$ cat config.mk
export PLATFORM = sky130hd
export DESIGN_NAME = vga_timing_gen
export DESIGN_NICKNAME = d
export VERILOG_FILES = /design/src/rtl/vga_timing_pkg.sv /design/src/rtl/vga_axis_counter.sv /design/src/rtl/vga_timing_gen.sv
export SDC_FILE = /design/constraint.sdc
export NUM_CORES = 1
export LEC_CHECK = 0
export ABC_AREA = 1
export BUFFER_PORTS_ARGS = -buffer_cell sky130_fd_sc_hd__buf_2
export CAP_MARGIN = 0
export CELL_PAD_IN_SITES_DETAIL_PLACEMENT = 0
export CELL_PAD_IN_SITES_GLOBAL_PLACEMENT = 1
export CORE_MARGIN = 5
export CORE_UTILIZATION = 35
export CTS_CLUSTER_DIAMETER = 80
export DETAILED_ROUTE_END_ITERATION = 16
export PLACE_DENSITY_LB_ADDON = 0.1
export SLEW_MARGIN = 15
export SYNTH_ARGS = -nofsm -noshare
export SYNTH_HDL_FRONTEND = slang
export SYNTH_SLANG_ARGS = --single-unit
$ cat constraint.sdc
create_clock -name pixel_clk -period 8.6 [get_ports pixel_clk]
set_clock_uncertainty 0.1 [all_clocks]
set_input_delay 0.43 -clock pixel_clk [delete_from_list [all_inputs] [get_ports pixel_clk]]
set_output_delay 0.43 -clock pixel_clk [all_outputs]
set_load 0.005 [all_outputs]
$ cat src/rtl/vga_timing_pkg.sv
// Shared types and reset-default timing for the VGA timing generator.
// timing_t describes one axis; disp_bus_t is the payload of the display delay line.
package vga_timing_pkg;

  localparam int AXIS_W = 11;

  typedef struct packed {
    logic [AXIS_W-1:0] act;
    logic [AXIS_W-1:0] fp;
    logic [AXIS_W-1:0] pulse;
    logic [AXIS_W-1:0] bp;
    logic              pol;
  } timing_t;

  typedef struct packed {
    logic              h_sync;
    logic              v_sync;
    logic              disp_ena;
    logic [AXIS_W-1:0] column;
    logic [AXIS_W-1:0] row;
    logic              line_start;
    logic              frame_start;
    logic              vblank_irq;
  } disp_bus_t;

  // 640x480@60 with negative syncs
  localparam int DEF_H_ACT   = 640;
  localparam int DEF_H_FP    = 16;
  localparam int DEF_H_PULSE = 96;
  localparam int DEF_H_BP    = 48;
  localparam int DEF_V_ACT   = 480;
  localparam int DEF_V_FP    = 10;
  localparam int DEF_V_PULSE = 2;
  localparam int DEF_V_BP    = 33;

  function automatic logic timing_ok(input timing_t t);
    logic [AXIS_W+1:0] total;
    total = {2'b00, t.act} + {2'b00, t.fp} + {2'b00, t.pulse} + {2'b00, t.bp};
    return (t.act != '0) && (t.pulse != '0) && (total >= (AXIS_W+2)'(2));
  endfunction

endpackage

$ cat src/rtl/vga_axis_counter.sv
// One timing axis: position counter with wrap flag, active-area flag and
// polarised sync level, all derived from the timing set currently in force.
module vga_axis_counter
  import vga_timing_pkg::*;
(
  input  logic              pixel_clk,
  input  logic              reset_n,
  input  logic              en,
  input  timing_t           timing,
  output logic [AXIS_W-1:0] count,
  output logic              last,
  output logic              active,
  output logic              sync_level
);

  logic [AXIS_W:0] cnt_x;
  logic [AXIS_W:0] sync_beg;
  logic [AXIS_W:0] sync_end;
  logic [AXIS_W:0] total;

  assign cnt_x    = {1'b0, count};
  assign sync_beg = {1'b0, timing.act} + {1'b0, timing.fp};
  assign sync_end = sync_beg + {1'b0, timing.pulse};
  assign total    = sync_end + {1'b0, timing.bp};

  assign last       = (cnt_x == total - 1'b1);
  assign active     = (cnt_x < {1'b0, timing.act});
  assign sync_level = ((cnt_x >= sync_beg) && (cnt_x < sync_end)) ~^ timing.pol;

  // NOTE: non-blocking assignments for all registered state, so every flop
  // samples pre-edge values regardless of process evaluation order.
  always_ff @(posedge pixel_clk) begin
    if (!reset_n) begin
      count <= '0;
    end else if (en) begin
      count <= last ? '0 : count + 1'b1;
    end
  end

endmodule

$ cat src/rtl/vga_timing_gen.sv
// Programmable VGA timing generator with frame-boundary reconfiguration and a
// look-ahead fetch port running LEAD clocks ahead of the display outputs.
module vga_timing_gen
  import vga_timing_pkg::*;
#(
  parameter int CW      = AXIS_W,
  parameter int LEAD    = 2,
  parameter int H_ACT   = DEF_H_ACT,
  parameter int H_FP    = DEF_H_FP,
  parameter int H_PULSE = DEF_H_PULSE,
  parameter int H_BP    = DEF_H_BP,
  parameter int V_ACT   = DEF_V_ACT,
  parameter int V_FP    = DEF_V_FP,
  parameter int V_PULSE = DEF_V_PULSE,
  parameter int V_BP    = DEF_V_BP,
  parameter bit H_POL   = 1'b0,
  parameter bit V_POL   = 1'b0
) (
  input  logic          pixel_clk,
  input  logic          reset_n,
  input  logic [CW-1:0] cfg_h_act,
  input  logic [CW-1:0] cfg_h_fp,
  input  logic [CW-1:0] cfg_h_pulse,
  input  logic [CW-1:0] cfg_h_bp,
  input  logic [CW-1:0] cfg_v_act,
  input  logic [CW-1:0] cfg_v_fp,
  input  logic [CW-1:0] cfg_v_pulse,
  input  logic [CW-1:0] cfg_v_bp,
  input  logic          cfg_h_pol,
  input  logic          cfg_v_pol,
  input  logic          cfg_valid,
  output logic          cfg_pending,
  output logic          fetch_valid,
  output logic [CW-1:0] fetch_x,
  output logic [CW-1:0] fetch_y,
  output logic          h_sync,
  output logic          v_sync,
  output logic          disp_ena,
  output logic [CW-1:0] column,
  output logic [CW-1:0] row,
  output logic          line_start,
  output logic          frame_start,
  output logic          vblank_irq
);

  localparam timing_t DEF_H = '{act: AXIS_W'(H_ACT), fp: AXIS_W'(H_FP),
                                pulse: AXIS_W'(H_PULSE), bp: AXIS_W'(H_BP), pol: H_POL};
  localparam timing_t DEF_V = '{act: AXIS_W'(V_ACT), fp: AXIS_W'(V_FP),
                                pulse: AXIS_W'(V_PULSE), bp: AXIS_W'(V_BP), pol: V_POL};
  localparam disp_bus_t BLANK = '{h_sync: ~H_POL, v_sync: ~V_POL, disp_ena: 1'b0,
                                  column: '0, row: '0, line_start: 1'b0,
                                  frame_start: 1'b0, vblank_irq: 1'b0};

  timing_t cur_h, cur_v, pend_h, pend_v, cfg_h, cfg_v;
  logic    pending, cfg_accept, apply;

  logic [AXIS_W-1:0] h_cnt, v_cnt;
  logic              h_last, v_last, h_vis, v_vis, h_lvl, v_lvl, vis;

  assign cfg_h = '{act: cfg_h_act, fp: cfg_h_fp, pulse: cfg_h_pulse, bp: cfg_h_bp, pol: cfg_h_pol};
  assign cfg_v = '{act: cfg_v_act, fp: cfg_v_fp, pulse: cfg_v_pulse, bp: cfg_v_bp, pol: cfg_v_pol};

  assign cfg_accept  = cfg_valid && timing_ok(cfg_h) && timing_ok(cfg_v);
  assign apply       = pending && h_last && v_last;
  assign cfg_pending = pending;

  // Apply reads the old pending set, so a strobe in the apply cycle stays pending.
  always_ff @(posedge pixel_clk) begin
    if (!reset_n) begin
      cur_h   <= DEF_H;
      cur_v   <= DEF_V;
      pend_h  <= DEF_H;
      pend_v  <= DEF_V;
      pending <= 1'b0;
    end else begin
      if (apply) begin
        cur_h <= pend_h;
        cur_v <= pend_v;
      end
      if (cfg_accept) begin
        pend_h  <= cfg_h;
        pend_v  <= cfg_v;
        pending <= 1'b1;
      end else if (apply) begin
        pending <= 1'b0;
      end
    end
  end

  vga_axis_counter u_h_axis (
    .pixel_clk  (pixel_clk),
    .reset_n    (reset_n),
    .en         (1'b1),
    .timing     (cur_h),
    .count      (h_cnt),
    .last       (h_last),
    .active     (h_vis),
    .sync_level (h_lvl)
  );

  vga_axis_counter u_v_axis (
    .pixel_clk  (pixel_clk),
    .reset_n    (reset_n),
    .en         (h_last),
    .timing     (cur_v),
    .count      (v_cnt),
    .last       (v_last),
    .active     (v_vis),
    .sync_level (v_lvl)
  );

  assign vis = h_vis && v_vis;

  disp_bus_t s0_d, s0_q, disp;

  // NOTE: default the whole bus first so no path through always_comb can
  // leave a field unassigned and infer a latch.
  always_comb begin
    s0_d             = BLANK;
    s0_d.h_sync      = h_lvl;
    s0_d.v_sync      = v_lvl;
    s0_d.disp_ena    = vis;
    s0_d.column      = vis ? h_cnt : '0;
    s0_d.row         = vis ? v_cnt : '0;
    s0_d.line_start  = (h_cnt == '0);
    s0_d.frame_start = (h_cnt == '0) && (v_cnt == '0);
    s0_d.vblank_irq  = (h_cnt == '0) && (v_cnt == cur_v.act);
  end

  always_ff @(posedge pixel_clk) begin
    if (!reset_n) begin
      s0_q        <= BLANK;
      fetch_valid <= 1'b0;
      fetch_x     <= '0;
      fetch_y     <= '0;
    end else begin
      s0_q        <= s0_d;
      fetch_valid <= vis;
      fetch_x     <= s0_d.column;
      fetch_y     <= s0_d.row;
    end
  end

  generate
    if (LEAD == 0) begin : g_no_lead
      assign disp = s0_q;
    end else begin : g_lead
      disp_bus_t dline [LEAD];
      // NOTE: the delay line is reset (not left free-running) so the display
      // side shows clean blanking with inactive syncs right after reset.
      always_ff @(posedge pixel_clk) begin
        if (!reset_n) begin
          for (int i = 0; i < LEAD; i++) dline[i] <= BLANK;
        end else begin
          dline[0] <= s0_q;
          for (int i = 1; i < LEAD; i++) dline[i] <= dline[i-1];
        end
      end
      assign disp = dline[LEAD-1];
    end
  endgenerate

  assign h_sync      = disp.h_sync;
  assign v_sync      = disp.v_sync;
  assign disp_ena    = disp.disp_ena;
  assign column      = disp.column;
  assign row         = disp.row;
  assign line_start  = disp.line_start;
  assign frame_start = disp.frame_start;
  assign vblank_irq  = disp.vblank_irq;

endmodule

==> out/results.tsv, run 1 <==
metric	value	unit
CTS Buffer Depth	3	
site row count	85	
Peak VDD IR	0.1029	mV
Setup CP Type	register to register	
post-synthesis cell type count	47	
Hold Path Depth	3	
clk root buf	clkbuf_16	
sequential cell area fraction in the yosys report	0.3034	
die area	58850	µm²
overall global routing resource usage	0.1760	
wirelength, routed	52.67	mm
dominant synthesized flop cell	dfxtp_1	
R2R cell count	28	
FF+latch count, synth	287	
placed cell area	19760	µm²
share of layout cells above drive strength 1	0.08945	
TritonCTS clock tree	built	
Reg clk slew, reported paths	0.06	ns
crit path capture type	register	
drt initial violations	745	
Avg Inst Size Synth	7.108	µm²
Final nets	3037	
Core ar.	53710	µm²
PortBufs	144	
Inst Count DP	3380	
Yosys top cell area share	0.3034	
Max Clk Rate	157.9	MHz
initial antenna violation count	1	
crit share post-route	0.7366	
Detail Placement HPWL	41.62	mm
Final ANT Viol Nets	0	
top cells by count, synth	nand2_1 (574), nor2_1 (411), inv_1 (402)	
post-CTS setup buffers	0	
cells after synthesis	2664	
Remaining DRCs	0	
pwr/cell area	168.2	nW/µm²
fillcell total	5771	
CP max FO	43	
Tot Pwr	3.528	mW
max-cap violations	0	
largest net degree at the start of global routing	94	
dominant cell by count in the synthesized netlist	nand2_1	
Syn. warnings	0	
Die X	242.6	µm
Crit-path slowest cell	nor2_4	
RSZ-0062 raised after global routing	false	
status	complete, no violations	
clock net sink count	287	
number of synthesized flops with an enable pin	0	
Reg-to-Reg Start	cur_h[34]	
final hold vios	0	
first-pass GRT wire length	85.45	mm
register-to-register setup slack	2.27	ns
Layout area overhead	10.80	%
via count	16020	
Hold WC Path Type	primary input to register	
total grt overflow	0	
vias in the first global route	15830	
Critical Path Source Type	register	
I/O pin total	145	
Synth area leaders	dfxtp_1 (30%), nand2_1 (11%), ha_1 (11%), nor2_1 (8.1%), inv_1 (8.0%)	
CTS hold repair buffers	1	
setup TNS	0	ns
leak pwr	10.88	nW
post-cts resize count	0	
non-filler cells, final	3447	
cell area after synthesis	18930	µm²
reg2reg end	cur_v[7]	
DR pass1 iterations	5	
syn nets	2978	
Worst Tran Pin Value	1.041	ns
Design Area, Final	20980	µm²
CP peak stage delay	0.77	ns
critical path arrival	6.65	ns
total CTS buffers	36	
Crit path top cell by count	ha_1	
Clock Latency Late Sink	0.54	ns
fin. max-slew vios	0	
Initial Util	0.3525	
detailed-route vias per instance	4.648	
CP Data Required Time	8.92	ns
Final setup viols	0	
routed len/inst	15.28	µm
RePlAce Congestion	0.8429	
Die Ht	242.6	µm
async set-reset flop share out of synthesis	0	
Worst slew margin	0.3041	
fin crit period	6.335	ns
hold_sp	cfg_v_fp[1]	
# H-tree levels	2	
area leader, netlist	dfxtp_1	
Hold EP	pend_v[24]	
## kinds of logic (layout without fill, tap and decap cells)
group                    after synthesis  after routing  synth area share
AND/OR/NAND/NOR                     1376           1376            0.3221
XOR/XNOR                              64             64           0.03033
flip-flops                           287            287            0.3034
adder cells (fa/ha/maj)              221            221            0.1659
buffers and inverters                539            625            0.1258
AO/OA/AOI/OAI                        177            177           0.05253
other                                  0              1                 0
## placed cells by master, fill, tap and decap left out, types with 6 or more instances in the layout
cell type,n
nand2_1,573
nand4_1,103
clkbuf_16,38
buf_4,11
nor3_1,23
o21bai_1,10
inv_1,402
dfxtp_1,287
nand2_2,6
xor2_1,42
nand3b_1,85
fa_1,50
clkbuf_1,7
clkbuf_8,7
o21ai_0,46
a21oi_1,85
buf_2,143
nor2_1,411
xnor2_1,21
ha_1,171
a21o_1,9
nor4_1,11
nand3_1,138
or2_2,6
## final cells by class
cell class	instances	area [µm²]	share of cell area
sequential	287	5746	0.2739
clock inverter	13	130.1	0.006203
multi-input combinational	1838	10820	0.5158
inverter	404	1516	0.07228
timing repair buffer	156	819.5	0.03906
clock buffer	52	1074	0.05117
antenna	1	2.502	0.0001193
tap	696	870.8	0.04151
## layer usage
layer | up-vias | routed length [µm] | track usage | share of wire
li1 | 8521 | - | - | -
met1 | 7174 | 27710 | 0.2630 | 0.53
met2 | 267 | 21720 | 0.2638 | 0.41
met3 | 59 | 2142 | 0.03179 | 0.041
met4 | 0 | 1097 | 0.04139 | 0.021
met5 | - | 0 | 0 | 0
## how the worst max path moves through the flow
stage / start / end / slack (ns) / cells after the start
after detailed placement: cur_h[34] / cur_v[19] / 2.25 / 28
after global routing: cur_h[34] / cur_v[7] / 1.69 / 28
after CTS: cur_h[34] / cur_v[8] / 2.23 / 28
after floorplan: cur_h[34] / cur_h[25] / 3.78 / 29
final: cur_h[34] / cur_v[7] / 2.27 / 28
after global placement: cur_h[34] / cur_v[2] / 2.36 / 30
## state kept, by name (all words and copies together) (netlist names)
register        count
u_v_axis.count     11
pend_v             45
g_lead.dline       56
cur_h              45
cfg_pending         1
s0_q               28
u_h_axis.count     11
pend_h             45
cur_v              45
## power breakdown
part / switching [mW] / internal (mW) / leakage (nW)
logic: 0.390 / 0.232 / 7.96
clock network: 0.607 / 0.907 / 0.583
registers: 0.0250 / 1.37 / 2.34
total: 1.02 / 2.51 / 10.9
## critical path: cells and delay by family (launching register included)
| family | cells | cell delay, ns |
|---|---|---|
| simple gates | 10 | 1.71 |
| flops | 1 | 0.36 |
| buf+inv | 4 | 0.67 |
| compound gates | 7 | 1.44 |
| xor+xnor | 2 | 0.42 |
| fa+ha+maj | 5 | 1.46 |
## stage by stage
step           hold WS [ns]  setup slack [ns]  utilization
3_5_place_dp         0.2966             2.252       0.3680
5_1_grt             0.04810             1.692       0.3906
3_3_place_gp         0.2922             2.357       0.3680
6_report            0.04947             2.265       0.3906
2_1_floorplan        0.2905             3.783            -
4_1_cts             0.01725             2.230       0.3906
(Power assumes the default switching activity.)
==> run 2: changes to the inputs <==
==> constraint.sdc (replaced) <==
create_clock -name pixel_clk -period 6.3 [get_ports pixel_clk]
set_clock_uncertainty 0.1 [all_clocks]
set_input_delay 0.315 -clock pixel_clk [delete_from_list [all_inputs] [get_ports pixel_clk]]
set_output_delay 0.315 -clock pixel_clk [all_outputs]
set_load 0.005 [all_outputs]
==> out/results.tsv, run 2 (synthesis gave the netlist of run 1 again) <==
metric	value	unit
status	complete, no violations	
Inst Count DP	3385	
Reg-to-Reg Start	cur_h[34]	
leak pwr	10.97	nW
Final setup viols	0	
CP Data Required Time	6.63	ns
register-to-register setup slack	0.64	ns
R2R cell count	28	
PortBufs	144	
Core ar.	53710	µm²
share of layout cells above drive strength 1	0.08920	
setup TNS	0	ns
Tot Pwr	4.696	mW
site row count	85	
# H-tree levels	2	
clock net sink count	287	
drt initial violations	956	
I/O pin total	145	
met2 GRT Util	0.2725	
Worst Tran Pin Value	0.9793	ns
via count	16270	
# diodes	0	
detailed-route vias per instance	4.695	
DR pass1 iterations	5	
fin. max-slew vios	0	
final hold vios	0	
fillcell total	5744	
fin crit period	5.660	ns
Hold Path Depth	5	
Die Ht	242.6	µm
GR Util met1	0.2636	
total CTS buffers	36	
largest net degree at the start of global routing	91	
first-pass GRT wire length	85.47	mm
CP max FO	37	
crit share post-route	0.8984	
Final nets	3059	
Clock Latency Late Sink	0.54	ns
Die X	242.6	µm
Reg clk slew, reported paths	0.06	ns
Peak VDD IR	0.1264	mV
Crit-path slowest cell	fa_1	
critical path arrival	5.99	ns
dpl ws	0.3422	ns
TritonCTS clock tree	built	
Detail Placement HPWL	42.06	mm
Min Hold Slack	0.03576	ns
most frequent cells in the layout	nand2_1 (573), nor2_1 (411), inv_1 (402)	
largest reg by FF count	g_lead.dline	
vias in the first global route	15670	
Initial Util	0.3525	
Max Clk Rate	176.7	MHz
wirelength, routed	54.22	mm
Setup CP Type	register to register	
Remaining DRCs	0	
max-cap violations	0	
commonest non-fill, non-tap cell in the layout	nand2_1	
overall global routing resource usage	0.1766	
hold_sp	cfg_h_bp[0]	
worst setup margin	0.6403	ns
pwr/cell area	222.0	nW/µm²
Hold WC Path Type	primary input to register	
Top Usage Layer GRT	met2	
crit path capture type	register	
CP peak stage delay	0.41	ns
non-filler cells, final	3465	
met3 GRT Util	0.02211	
routed len/inst	15.65	µm
reg2reg end	cur_v[7]	
total grt overflow	0	
Worst slew margin	0.3453	
Crit path top cell by count	ha_1	
Hold EP	pend_h[1]	
initial antenna violation count	0	
CTS Buffer Depth	3	
RSZ-0062 raised after global routing	false	
Layout area overhead	11.74	%
clk root buf	clkbuf_16	
die area	58850	µm²
Final ANT Viol Nets	0	
max FFs per register	56	
Critical Path Source Type	register	
RePlAce Congestion	0.8275	
==> run 2: metal layers <==
layer | part of all wire | vias to the layer above
li1 | - | 8559
met1 | 0.52 | 7366
met2 | 0.42 | 285
met3 | 0.034 | 59
met4 | 0.018 | 0
met5 | 0 | -
==> run 2: through the flow <==
step	util	instance area (µm²)
floorplan	-	18930
global placement	0.3691	19830
detailed placement	0.3691	19830
CTS	0.3927	21090
global route	0.3939	21160
finish	0.3939	21160
==> run 2: worst max path at each step <==
stage               from        end  depth (start not counted)
5_1_grt        cur_h[34]   cur_v[3]                         28
6_report       cur_h[34]   cur_v[7]                         28
3_3_place_gp   cur_h[34]   cur_h[1]                         28
4_1_cts        cur_h[34]   cur_v[2]                         28
3_5_place_dp   cur_h[34]   cur_v[2]                         28
2_1_floorplan  cur_h[34]  cur_h[25]                         29
==> run 2: area by class of cell <==
| class | instances | area (µm²) | share of cell area |
|---|---|---|---|
| well taps | 696 | 870.8 | 0.04116 |
| flip-flops and latches | 287 | 5746 | 0.2716 |
| repair buffers | 178 | 1090 | 0.05151 |
| inverters | 404 | 1516 | 0.07168 |
| clock buffers | 51 | 997.2 | 0.04713 |
| multi-input cells | 1838 | 10830 | 0.5119 |
| clock inverters | 11 | 107.6 | 0.005086 |
==> run 2: repair_timing <==
action / CTS / global route
endpoints found under the hold margin: 16 / 0
hold buffers: 16 / 0
gates resized for setup: 0 / 4
setup buffers: 0 / 0
setup endpoints to repair: 0 / 100
==> run 2: power breakdown <==
part	internal (mW)	leakage, nW	switching [mW]
Sequential	1.87	2.34	0.0339
Clock	1.15	0.541	0.792
Combinational	0.322	8.09	0.532
Total	3.34	11.0	1.36
==> run 2: critical path, delay by kind of cell (launching register included) <==
family	cells	cell delay [ns]
AO/OA/AOI/OAI	7	1.31
adder cells (fa/ha/maj)	5	1.53
flip-flops	1	0.36
AND/OR/NAND/NOR	10	1.28
XOR/XNOR	2	0.50
buffers and inverters	4	0.45
